$ cat src/rtl/cpu_write_buffer.sv
// cpu_write_buffer: posted-write FIFO between the TG68 bus and sdram_ctrl.
// Writes are acked on entry; reads/fetches wait for an empty FIFO.
module cpu_write_buffer #(
  parameter int DEPTH = 4
) (
  input  logic        sysclk,
  input  logic        reset_n,
  input  logic [24:1] cpuAddr,
  input  logic [1:0]  cpustate,
  input  logic        cpuL,
  input  logic        cpuU,
  input  logic [15:0] cpuWR,
  output logic [15:0] cpuRD,
  output logic        cpu_ack,
  output logic [24:1] sd_cpuAddr,
  output logic [1:0]  sd_cpustate,
  output logic        sd_cpuL,
  output logic        sd_cpuU,
  output logic [15:0] sd_cpuWR,
  input  logic [15:0] sd_cpuRD,
  input  logic        sd_cpuena,
  output logic        wb_empty,
  output logic        wb_full
);
  localparam int AW = $clog2(DEPTH);
  localparam logic [AW:0] CNT_FULL = (AW+1)'(DEPTH);
  localparam logic [AW:0] CNT_ONE = (AW+1)'(1);
  localparam logic [AW-1:0] PTR_ONE = AW'(1);

  typedef enum logic [1:0] {
    S_IDLE,
    S_WR_REQ,
    S_RD_REQ,
    S_GAP
  } state_t;

  logic [41:0]   r_mem [DEPTH];
  logic [AW-1:0] r_wr_ptr;
  logic [AW-1:0] r_rd_ptr;
  logic [AW:0]   r_count;
  state_t        r_state;
  state_t        w_state_n;
  logic [24:1]   r_sd_addr;
  logic [24:1]   w_sd_addr_n;
  logic [1:0]    r_sd_state;
  logic [1:0]    w_sd_state_n;
  logic          r_sd_l;
  logic          w_sd_l_n;
  logic          r_sd_u;
  logic          w_sd_u_n;
  logic [15:0]   r_sd_wr;
  logic [15:0]   w_sd_wr_n;
  logic [15:0]   r_cpu_rd;
  logic [15:0]   w_cpu_rd_n;
  logic          r_ack;
  logic          w_ack_n;
  logic          w_push;
  logic          w_pop;
  logic          w_full;
  logic          w_empty;
  logic          w_rd_req;
  logic [41:0]   w_head;

  assign w_full   = (r_count == CNT_FULL);
  assign w_empty  = (r_count == '0);
  // r_ack blocks a second push of a request still held in the ack cycle
  assign w_push   = (cpustate == 2'b11) && !w_full && !r_ack;
  assign w_rd_req = (cpustate == 2'b00) || (cpustate == 2'b10);
  assign w_head   = r_mem[r_rd_ptr];

  always_ff @(posedge sysclk) begin
    if (w_push) begin
      r_mem[r_wr_ptr] <= {cpuAddr, cpuL, cpuU, cpuWR};
    end
  end

  always_comb begin
    w_state_n    = r_state;
    w_sd_addr_n  = r_sd_addr;
    w_sd_state_n = r_sd_state;
    w_sd_l_n     = r_sd_l;
    w_sd_u_n     = r_sd_u;
    w_sd_wr_n    = r_sd_wr;
    w_cpu_rd_n   = r_cpu_rd;
    w_ack_n      = w_push;
    w_pop        = 1'b0;
    unique case (r_state)
      S_IDLE: begin
        if (!w_empty) begin
          w_sd_addr_n  = w_head[41:18];
          w_sd_l_n     = w_head[17];
          w_sd_u_n     = w_head[16];
          w_sd_wr_n    = w_head[15:0];
          w_sd_state_n = 2'b11;
          w_state_n    = S_WR_REQ;
        end else if (w_rd_req) begin
          w_sd_addr_n  = cpuAddr;
          w_sd_l_n     = cpuL;
          w_sd_u_n     = cpuU;
          w_sd_state_n = cpustate;
          w_state_n    = S_RD_REQ;
        end
      end
      S_WR_REQ: begin
        if (sd_cpuena) begin
          w_pop        = 1'b1;
          w_sd_state_n = 2'b01;
          w_state_n    = S_GAP;
        end
      end
      S_RD_REQ: begin
        if (sd_cpuena) begin
          w_cpu_rd_n   = sd_cpuRD;
          w_ack_n      = 1'b1;
          w_sd_state_n = 2'b01;
          w_state_n    = S_GAP;
        end
      end
      S_GAP: begin
        w_state_n = S_IDLE;
      end
      default: begin
        w_state_n = S_IDLE;
      end
    endcase
  end

  always_ff @(posedge sysclk or negedge reset_n) begin
    if (!reset_n) begin
      r_state    <= S_IDLE;
      r_wr_ptr   <= '0;
      r_rd_ptr   <= '0;
      r_count    <= '0;
      r_sd_addr  <= '0;
      r_sd_state <= 2'b01;
      r_sd_l     <= 1'b1;
      r_sd_u     <= 1'b1;
      r_sd_wr    <= '0;
      r_cpu_rd   <= '0;
      r_ack      <= 1'b0;
    end else begin
      r_state    <= w_state_n;
      r_sd_addr  <= w_sd_addr_n;
      r_sd_state <= w_sd_state_n;
      r_sd_l     <= w_sd_l_n;
      r_sd_u     <= w_sd_u_n;
      r_sd_wr    <= w_sd_wr_n;
      r_cpu_rd   <= w_cpu_rd_n;
      r_ack      <= w_ack_n;
      if (w_push) begin
        r_wr_ptr <= r_wr_ptr + PTR_ONE;
      end
      if (w_pop) begin
        r_rd_ptr <= r_rd_ptr + PTR_ONE;
      end
      unique case ({w_push, w_pop})
        2'b10:   r_count <= r_count + CNT_ONE;
        2'b01:   r_count <= r_count - CNT_ONE;
        default: r_count <= r_count;
      endcase
    end
  end

  assign cpuRD       = r_cpu_rd;
  assign cpu_ack     = r_ack;
  assign sd_cpuAddr  = r_sd_addr;
  assign sd_cpustate = r_sd_state;
  assign sd_cpuL     = r_sd_l;
  assign sd_cpuU     = r_sd_u;
  assign sd_cpuWR    = r_sd_wr;
  assign wb_empty    = w_empty;
  assign wb_full     = w_full;

endmodule

$ cat config.mk
export PLATFORM = sky130hd
export DESIGN_NAME = cpu_write_buffer
export DESIGN_NICKNAME = d
export VERILOG_FILES = /design/src/rtl/cpu_write_buffer.sv
export SDC_FILE = /design/constraint.sdc
export NUM_CORES = 1
export LEC_CHECK = 0
export ABC_AREA = 1
export CAP_MARGIN = 20
export CORE_MARGIN = 1.5
export CORE_UTILIZATION = 35
export DETAILED_ROUTE_END_ITERATION = 12
export GPL_ROUTABILITY_DRIVEN = 0
export PLACE_DENSITY = 0.55
export REMOVE_ABC_BUFFERS = 1
export SYNTH_ARGS = -nofsm -noshare
export SYNTH_HDL_FRONTEND = slang
export SYNTH_SLANG_ARGS = --single-unit
export TNS_END_PERCENT = 50
$ cat constraint.sdc
create_clock -name sysclk -period 3.9 [get_ports sysclk]
set_input_delay 0.78 -clock sysclk [delete_from_list [all_inputs] [get_ports sysclk]]
set_output_delay 0.78 -clock sysclk [all_outputs]
set_load 0.01 [all_outputs]
==> impl_metrics.py, run 1 <==
metrics = {
    "status": {
        "run_status": "finished clean",
    },
    "yosys": {
        "syn-mean-instance-area_um2": 10.9,
        "synth.lib_cells_used.distinct": 31,
        "seq_area_frac_synth_pct": 69.0,
        "synthXorXnorAreaFrac_pct": 0.266,
        "synth_fa_ha_area_share_pct": 1.22,
        "synthesized_instance_count": 904,
        "muxShareOfSynthArea_pct": 1.83,
        "mappedNetlistArea_um2": 9860,
        "area_share_of_and_or_nand_nor_cells_after_synthesis_pct": 21.4,
        "yosys_warnings": 0,
        "ys_seq_elements": 238,
        "complex_gate_fraction_of_the_synthesized_area_pct": 1.88,
        "dominant_combinational_cell_family_by_area_after_synthesis": "simple AND/OR/NAND/NOR gates",
    },
    "critical_path": {
        "cp-start-kind": "register",
        "reg2reg_setup_slack_ns": 1.64,
        "critical_path_class": "register to primary output",
        "cp_data_arrival_time_ns": 1.88,
        "crit_path_max_fanout": 6,
        "critical_path.endpoint_type": "primary output",
        "crit_required_ns": 3.12,
    },
    "die": {
        "initial_utilization_pct": 35.5,
        "fp.dieH_um": 171,
        "fp.dieW_um": 171,
        "ios": 126,
        "placeableCoreArea_um2": 27800,
        "floorplan.die_area_um2": 29200,
        "placement_rows": 61,
    },
    "sta": {
        "fin_skew_ns": 0.0138,
        "timing.max_slew.rel_slack_pct": 37.9,
        "unrepaired_setup_endpoints_after_global_routing": "false",
        "finalWorstPathRequiredPeriod_ns": 2.66,
        "timing.fmax_ghz": 0.376,
        "final_max_slew_viol_count": 0,
        "finalSetupViolCount": 0,
        "slew_at_the_pin_closest_to_its_max_slew_limit_ns": 0.930,
        "hold_viol": 0,
        "sum_of_negative_setup_slack_ns": 0,
        "final_min_period_over_clock_period_pct": 68.2,
    },
    "global_routing": {
        "largest_net_degree_at_the_start_of_global_routing": 71,
        "vias_in_the_first_global_route": 6272,
        "grt_antenna_before_repair": 0,
        "grtUsageTotal_pct": 14.7,
        "wire_length_of_the_first_global_routing_pass_um": 33400,
        "grt_overflow": 0,
    },
    "detailed_routing": {
        "postRouteAntennaNets": 0,
        "first_pass_iters": 5,
        "num_vias": 6390,
        "detail_route.vias_per_cell": 4.49,
        "totalWireLength_um": 21000,
        "drt_drc_violations_left": 0,
        "route.detailed.wl_per_inst_um": 14.8,
        "first_drt_iteration_drcs": 491,
    },
    "place": {
        "place.detailed.instances": 1373,
        "buffer_ports.inserted": 125,
        "placed_inst_area_um2": 11500,
        "dp_hpwl_um": 12400,
    },
    "worst_hold_path": {
        "hold_class": "primary input to async pin",
    },
    "power_and_ir_drop": {
        "pwr_density_cell_nw_per_um2": 770,
        "max-vdd-ir-drop_mv": 0.359,
        "static-leakage-power_nw": 5.12,
    },
    "clocking": {
        "clock_transition_at_path_regs_ns": 0.06,
        "cts_root_buf": "sky130_fd_sc_hd__clkbuf_16",
        "numCtsBuffers": 27,
        "cts_tree": "done",
        "postCtsResizedCells": 0,
        "cts_setup_buffers": 0,
        "cts.sink_count": 238,
        "cts_max_path_buffers": 3,
        "htree_num_levels": 1,
        "clock_latency_ns": 0.53,
        "postCtsHoldBufs": 0,
    },
    "cells_and_area": {
        "nets": 1098,
        "area_growth_syn_to_layout_pct": 25.8,
        "layout-drive-gt1-share_pct": 9.18,
        "final_cells": 1424,
        "fin_area_um2": 12400,
        "insertedDiodeCount": 0,
    },
    "run": {
        "drv_cap": 0,
    },
}
==> final timing paths <==
path	startpoint	cells past startpoint	to
setup / recovery	r_count[1]	4	wb_full
hold / removal	reset_n	1	cpuRD[9]
setup reg to reg	r_count[1]	9	r_count[2]
hold reg to reg	sd_cpustate[0]	2	sd_cpustate[0]
max in group asynchronous	reset_n	2	sd_cpuU
min in group sysclk	sd_cpustate[0]	2	sd_cpustate[0]
==> layout by cell type, fill, tap and decap left out, types with 5 or more instances in the layout <==
cell / count
sky130_fd_sc_hd__nand2_1: 292
sky130_fd_sc_hd__edfxtp_1: 168
sky130_fd_sc_hd__clkdlybuf4s50_1: 124
sky130_fd_sc_hd__nor2_1: 119
sky130_fd_sc_hd__dfrtp_1: 65
sky130_fd_sc_hd__nand3_1: 59
sky130_fd_sc_hd__inv_1: 47
sky130_fd_sc_hd__clkbuf_16: 28
sky130_fd_sc_hd__o21ai_0: 21
sky130_fd_sc_hd__mux2_2: 16
sky130_fd_sc_hd__o21ai_1: 13
sky130_fd_sc_hd__or2_2: 11
sky130_fd_sc_hd__or2_1: 10
sky130_fd_sc_hd__ha_1: 8
sky130_fd_sc_hd__clkbuf_1: 8
sky130_fd_sc_hd__buf_12: 6
sky130_fd_sc_hd__nor2_4: 5
sky130_fd_sc_hd__or2_0: 5
==> Yosys cell counts <==
library cell	n	area, µm²
sky130_fd_sc_hd__nand2_2	1	6.26
sky130_fd_sc_hd__nand3_1	59	295
sky130_fd_sc_hd__nand4_1	2	12.5
sky130_fd_sc_hd__dfrtp_1	67	1680
sky130_fd_sc_hd__o21ai_1	13	65.1
sky130_fd_sc_hd__edfxtp_1	168	5040
sky130_fd_sc_hd__inv_2	3	11.3
sky130_fd_sc_hd__inv_1	47	176
sky130_fd_sc_hd__buf_2	16	80.1
sky130_fd_sc_hd__nand2_4	3	33.8
sky130_fd_sc_hd__fa_1	1	20.0
sky130_fd_sc_hd__o21ai_0	21	105
sky130_fd_sc_hd__clkbuf_2	1	5.00
sky130_fd_sc_hd__a21oi_1	3	15.0
sky130_fd_sc_hd__clkbuf_1	7	26.3
sky130_fd_sc_hd__or2_0	5	31.3
sky130_fd_sc_hd__nor2_2	1	6.26
sky130_fd_sc_hd__buf_6	4	45.0
sky130_fd_sc_hd__buf_4	13	97.6
sky130_fd_sc_hd__nand4_2	1	12.5
sky130_fd_sc_hd__nor2_4	1	11.3
sky130_fd_sc_hd__nand3_2	1	10.0
sky130_fd_sc_hd__xnor2_1	1	8.76
sky130_fd_sc_hd__nor2_1	123	462
sky130_fd_sc_hd__mux2_2	16	180
sky130_fd_sc_hd__ha_1	8	100
sky130_fd_sc_hd__dfstp_2	3	78.8
sky130_fd_sc_hd__nand2_1	292	1100
sky130_fd_sc_hd__or2_1	10	62.6
sky130_fd_sc_hd__xor2_1	2	17.5
sky130_fd_sc_hd__or2_2	11	68.8
==> layout make-up <==
| cell class | instances | area [µm²] |
|---|---|---|
| Fill cell | 2611 | 15400 |
| Sequential cell | 238 | 6810 |
| Multi-Input combinational cell | 575 | 2650 |
| Timing Repair Buffer | 134 | 1390 |
| Clock buffer | 39 | 772 |
| Tap cell | 378 | 473 |
| Inverter | 50 | 188 |
| Clock inverter | 10 | 129 |
==> cells by family after synthesis <==
kind of cell	count (synthesis)
simple gates	510
flops	238
buf+inv	91
compound gates	37
mux	16
fa+ha+maj	9
xor+xnor	3
==> worst max-delay path: stages, from the launching register on <==
cell                              delay (ns)
sky130_fd_sc_hd__dfrtp_1                0.42
sky130_fd_sc_hd__nor2_4                 0.21
sky130_fd_sc_hd__nand2_1                0.13
sky130_fd_sc_hd__inv_1                  0.07
sky130_fd_sc_hd__clkdlybuf4s50_1        0.52
==> routing by layer <==
metal / global-route usage [%] / wire length, µm
met5: 0 / 0
met1: 19.6 / 9620
met2: 24.6 / 10000
met3: 2.57 / 979
met4: 4.20 / 409
==> sequential cells by signal, indices dropped and copies added (netlist names), 2 cells and up <==
signal / cells
cpuRD: 16
r_count: 3
r_mem: 168
r_rd_ptr: 2
r_state: 2
r_wr_ptr: 2
sd_cpuAddr: 24
sd_cpuWR: 16
sd_cpustate: 2
==> through the flow <==
stage / power, W / setup slack (ns) / hold slack, ns / utilization (%)
floorplan: 0.00562 / 0.672 / 0.469 / -
global placement: 0.00708 / 1.01 / 0.459 / 41.3
detailed placement: 0.00712 / 0.992 / 0.453 / 41.3
CTS: 0.00969 / 1.23 / 0.448 / 44.5
global route: 0.0103 / 1.14 / 0.252 / 44.7
finish: 0.00956 / 1.24 / 0.209 / 44.7
==> power by group <==
part | internal (W) | total (W) | switching, W
Sequential | 0.00328 | 0.00360 | 0.000316
Combinational | 0.00144 | 0.00342 | 0.00198
Clock | 0.00157 | 0.00254 | 0.000978
Note: power is estimated with default switching activity, not from simulation.
==> inputs of run 2 (changes only) <==
Settings changed: PLACE_DENSITY 0.55 to 0.57.
Clock period 3.9 ns to 2.4 ns, I/O delays scaled along.
==> run 2 against run 1 <==
Setup slack got worse by 1.1 ns. Hold slack improved by 0.26 ns. First-iteration DRC count decreased by 5.7%. Critical endpoint unchanged. Largest cell class unchanged.
==> impl_metrics.py, run 2 (synthesis results as in run 1) <==
metrics = {
    "worst_hold_path": {
        "holdPathStages": 2,
        "worstHoldEndpoint": "sd_cpustate[0]",
        "hold_class": "register to register",
        "worstHoldStart": "sd_cpustate[0]",
    },
    "place": {
        "buffer_ports.inserted": 125,
        "dp_hpwl_um": 13600,
        "pre_cts_slack_ns": 0.106,
    },
    "detailed_routing": {
        "first_pass_iters": 6,
        "drt_drc_violations_left": 0,
        "detail_route.vias_per_cell": 4.45,
        "first_drt_iteration_drcs": 463,
        "route.detailed.wl_per_inst_um": 14.8,
        "num_vias": 6405,
        "postRouteAntennaNets": 0,
        "totalWireLength_um": 21400,
    },
    "clocking": {
        "numCtsBuffers": 26,
        "cts_tree": "done",
        "cts_max_path_buffers": 3,
        "cts.sink_count": 238,
        "htree_num_levels": 1,
        "cts_root_buf": "sky130_fd_sc_hd__clkbuf_16",
        "clock_latency_ns": 0.52,
        "clock_transition_at_path_regs_ns": 0.06,
    },
    "die": {
        "ios": 126,
        "floorplan.die_area_um2": 29200,
        "placeableCoreArea_um2": 27800,
        "fp.dieH_um": 171,
        "placement_rows": 61,
        "fp.dieW_um": 171,
        "initial_utilization_pct": 35.5,
    },
    "global_routing": {
        "largest_net_degree_at_the_start_of_global_routing": 53,
        "vias_in_the_first_global_route": 6261,
        "grtUsageTotal_pct": 15.1,
        "grt_overflow": 0,
        "wire_length_of_the_first_global_routing_pass_um": 34200,
        "grt_antenna_before_repair": 0,
    },
    "critical_path": {
        "master_of_the_slowest_instance_on_the_critical_path": "sky130_fd_sc_hd__clkdlybuf4s50_1",
        "crit_path_max_fanout": 5,
        "critical_path.n_buffers_inverters": 2,
        "cp_data_arrival_time_ns": 1.82,
        "path_delay_family": "buffers and inverters",
        "critical_path_class": "register to primary output",
        "cp-start-kind": "register",
        "r2r_cells": 9,
        "r2r_end": "r_count[2]",
        "crit_chain": "nor2_4 -> nand2_1 -> inv_1 -> clkdlybuf4s50_1",
        "crit_required_ns": 1.92,
        "critical_path.endpoint_type": "primary output",
        "worst_path_largest_cell_delay_ns": 0.53,
        "worst_r2r_startpoint": "r_count[0]",
        "crit_cells": 4,
        "reg2reg_setup_slack_ns": 0.47,
    },
    "cells_and_area": {
        "insertedDiodeCount": 0,
        "final.fill_count": 2578,
        "layout-drive-gt1-share_pct": 10.5,
        "final_cell_mix": "sky130_fd_sc_hd__nand2_1, sky130_fd_sc_hd__edfxtp_1, sky130_fd_sc_hd__clkdlybuf4s50_1",
        "nets": 1114,
        "area_growth_syn_to_layout_pct": 26.8,
        "largest_register": "r_mem",
        "mostFrequentLayoutCell": "sky130_fd_sc_hd__nand2_1",
        "flip_flop_count_of_the_largest_register_after_layout": 168,
    },
    "power_and_ir_drop": {
        "max-vdd-ir-drop_mv": 0.576,
        "design_power_total_w": 0.0156,
        "pwr_density_cell_nw_per_um2": 1250,
        "static-leakage-power_nw": 5.18,
    },
    "sta": {
        "slew_at_the_pin_closest_to_its_max_slew_limit_ns": 0.627,
        "final_min_period_over_clock_period_pct": 95.9,
        "fin_skew_ns": 0.0101,
        "setup_ws_ns": 0.0982,
        "timing.fmax_ghz": 0.434,
        "sum_of_negative_setup_slack_ns": 0,
        "finalWorstPathRequiredPeriod_ns": 2.30,
        "unrepaired_setup_endpoints_after_global_routing": "false",
        "final_max_slew_viol_count": 0,
        "timing.max_slew.rel_slack_pct": 58.2,
        "hold_viol": 0,
        "finalSetupViolCount": 0,
    },
    "run": {
        "drv_cap": 0,
    },
    "status": {
        "run_status": "finished clean",
    },
}
-- run 2: repair_timing --
action                                 CTS  global route
setup endpoints to repair                1             1
buffers inserted                         0             2
pin swaps                                0             1
hold buffers                             1             0
endpoints found under the hold margin   24             0
resized for setup                        1             0
-- run 2: worst min-delay path, cell delays in order (launching register included) --
cell and delay (ns):
sky130_fd_sc_hd__dfstp_2 0.37, sky130_fd_sc_hd__nand2_1 0.05, sky130_fd_sc_hd__nand2_1 0.05
-- run 2: report_power, final --
part           internal (W)  total [W]  switching, W
registers           0.00533    0.00578      0.000447
clock network       0.00243    0.00399       0.00156
logic               0.00247    0.00582       0.00335
-- run 2: routing by layer --
metal	part of all wire (%)	up-vias	global-route usage [%]
met5	0	-	0
met4	1.3	0	3.32
met3	3.7	19	2.45
met2	50	95	25.9
met1	45	3056	20.1
li1	-	3235	-
-- run 2: cell type report --
class / count / area (µm²) / share of cell area [%]
well taps: 378 / 473 / 3.78
flip-flops and latches: 238 / 6810 / 54.4
clock buffers: 37 / 723 / 5.78
multi-input cells: 575 / 2650 / 21.2
clock inverters: 11 / 145 / 1.16
inverters: 50 / 188 / 1.50
repair buffers: 151 / 1520 / 12.2
-- run 2: how the worst max path moves through the flow --
stage	start	to	slack (ns)
finish	r_count[0]	wb_full	0.1
global route	r_count[0]	wb_full	0.02
CTS	r_count[1]	wb_full	0.007
detailed placement	sd_cpuena	r_count[2]	0.11
global placement	sd_cpuena	r_count[2]	0.09
floorplan	r_rd_ptr[0]	sd_cpuWR[0]	-0.78
-- run 2: metrics by stage --
stage / instances / cell area (µm²) / utilization [%] / hold WS [ns]
finish: 1440 / 12500 / 45.0 / 0.468
global route: 1440 / 12500 / 45.0 / 0.493
CTS: 1438 / 12500 / 45.0 / 0.471
detailed placement: 1389 / 11600 / 41.8 / 0.461
global placement: 1389 / 11600 / 41.8 / 0.458
floorplan: 863 / 9610 / - / 0.184
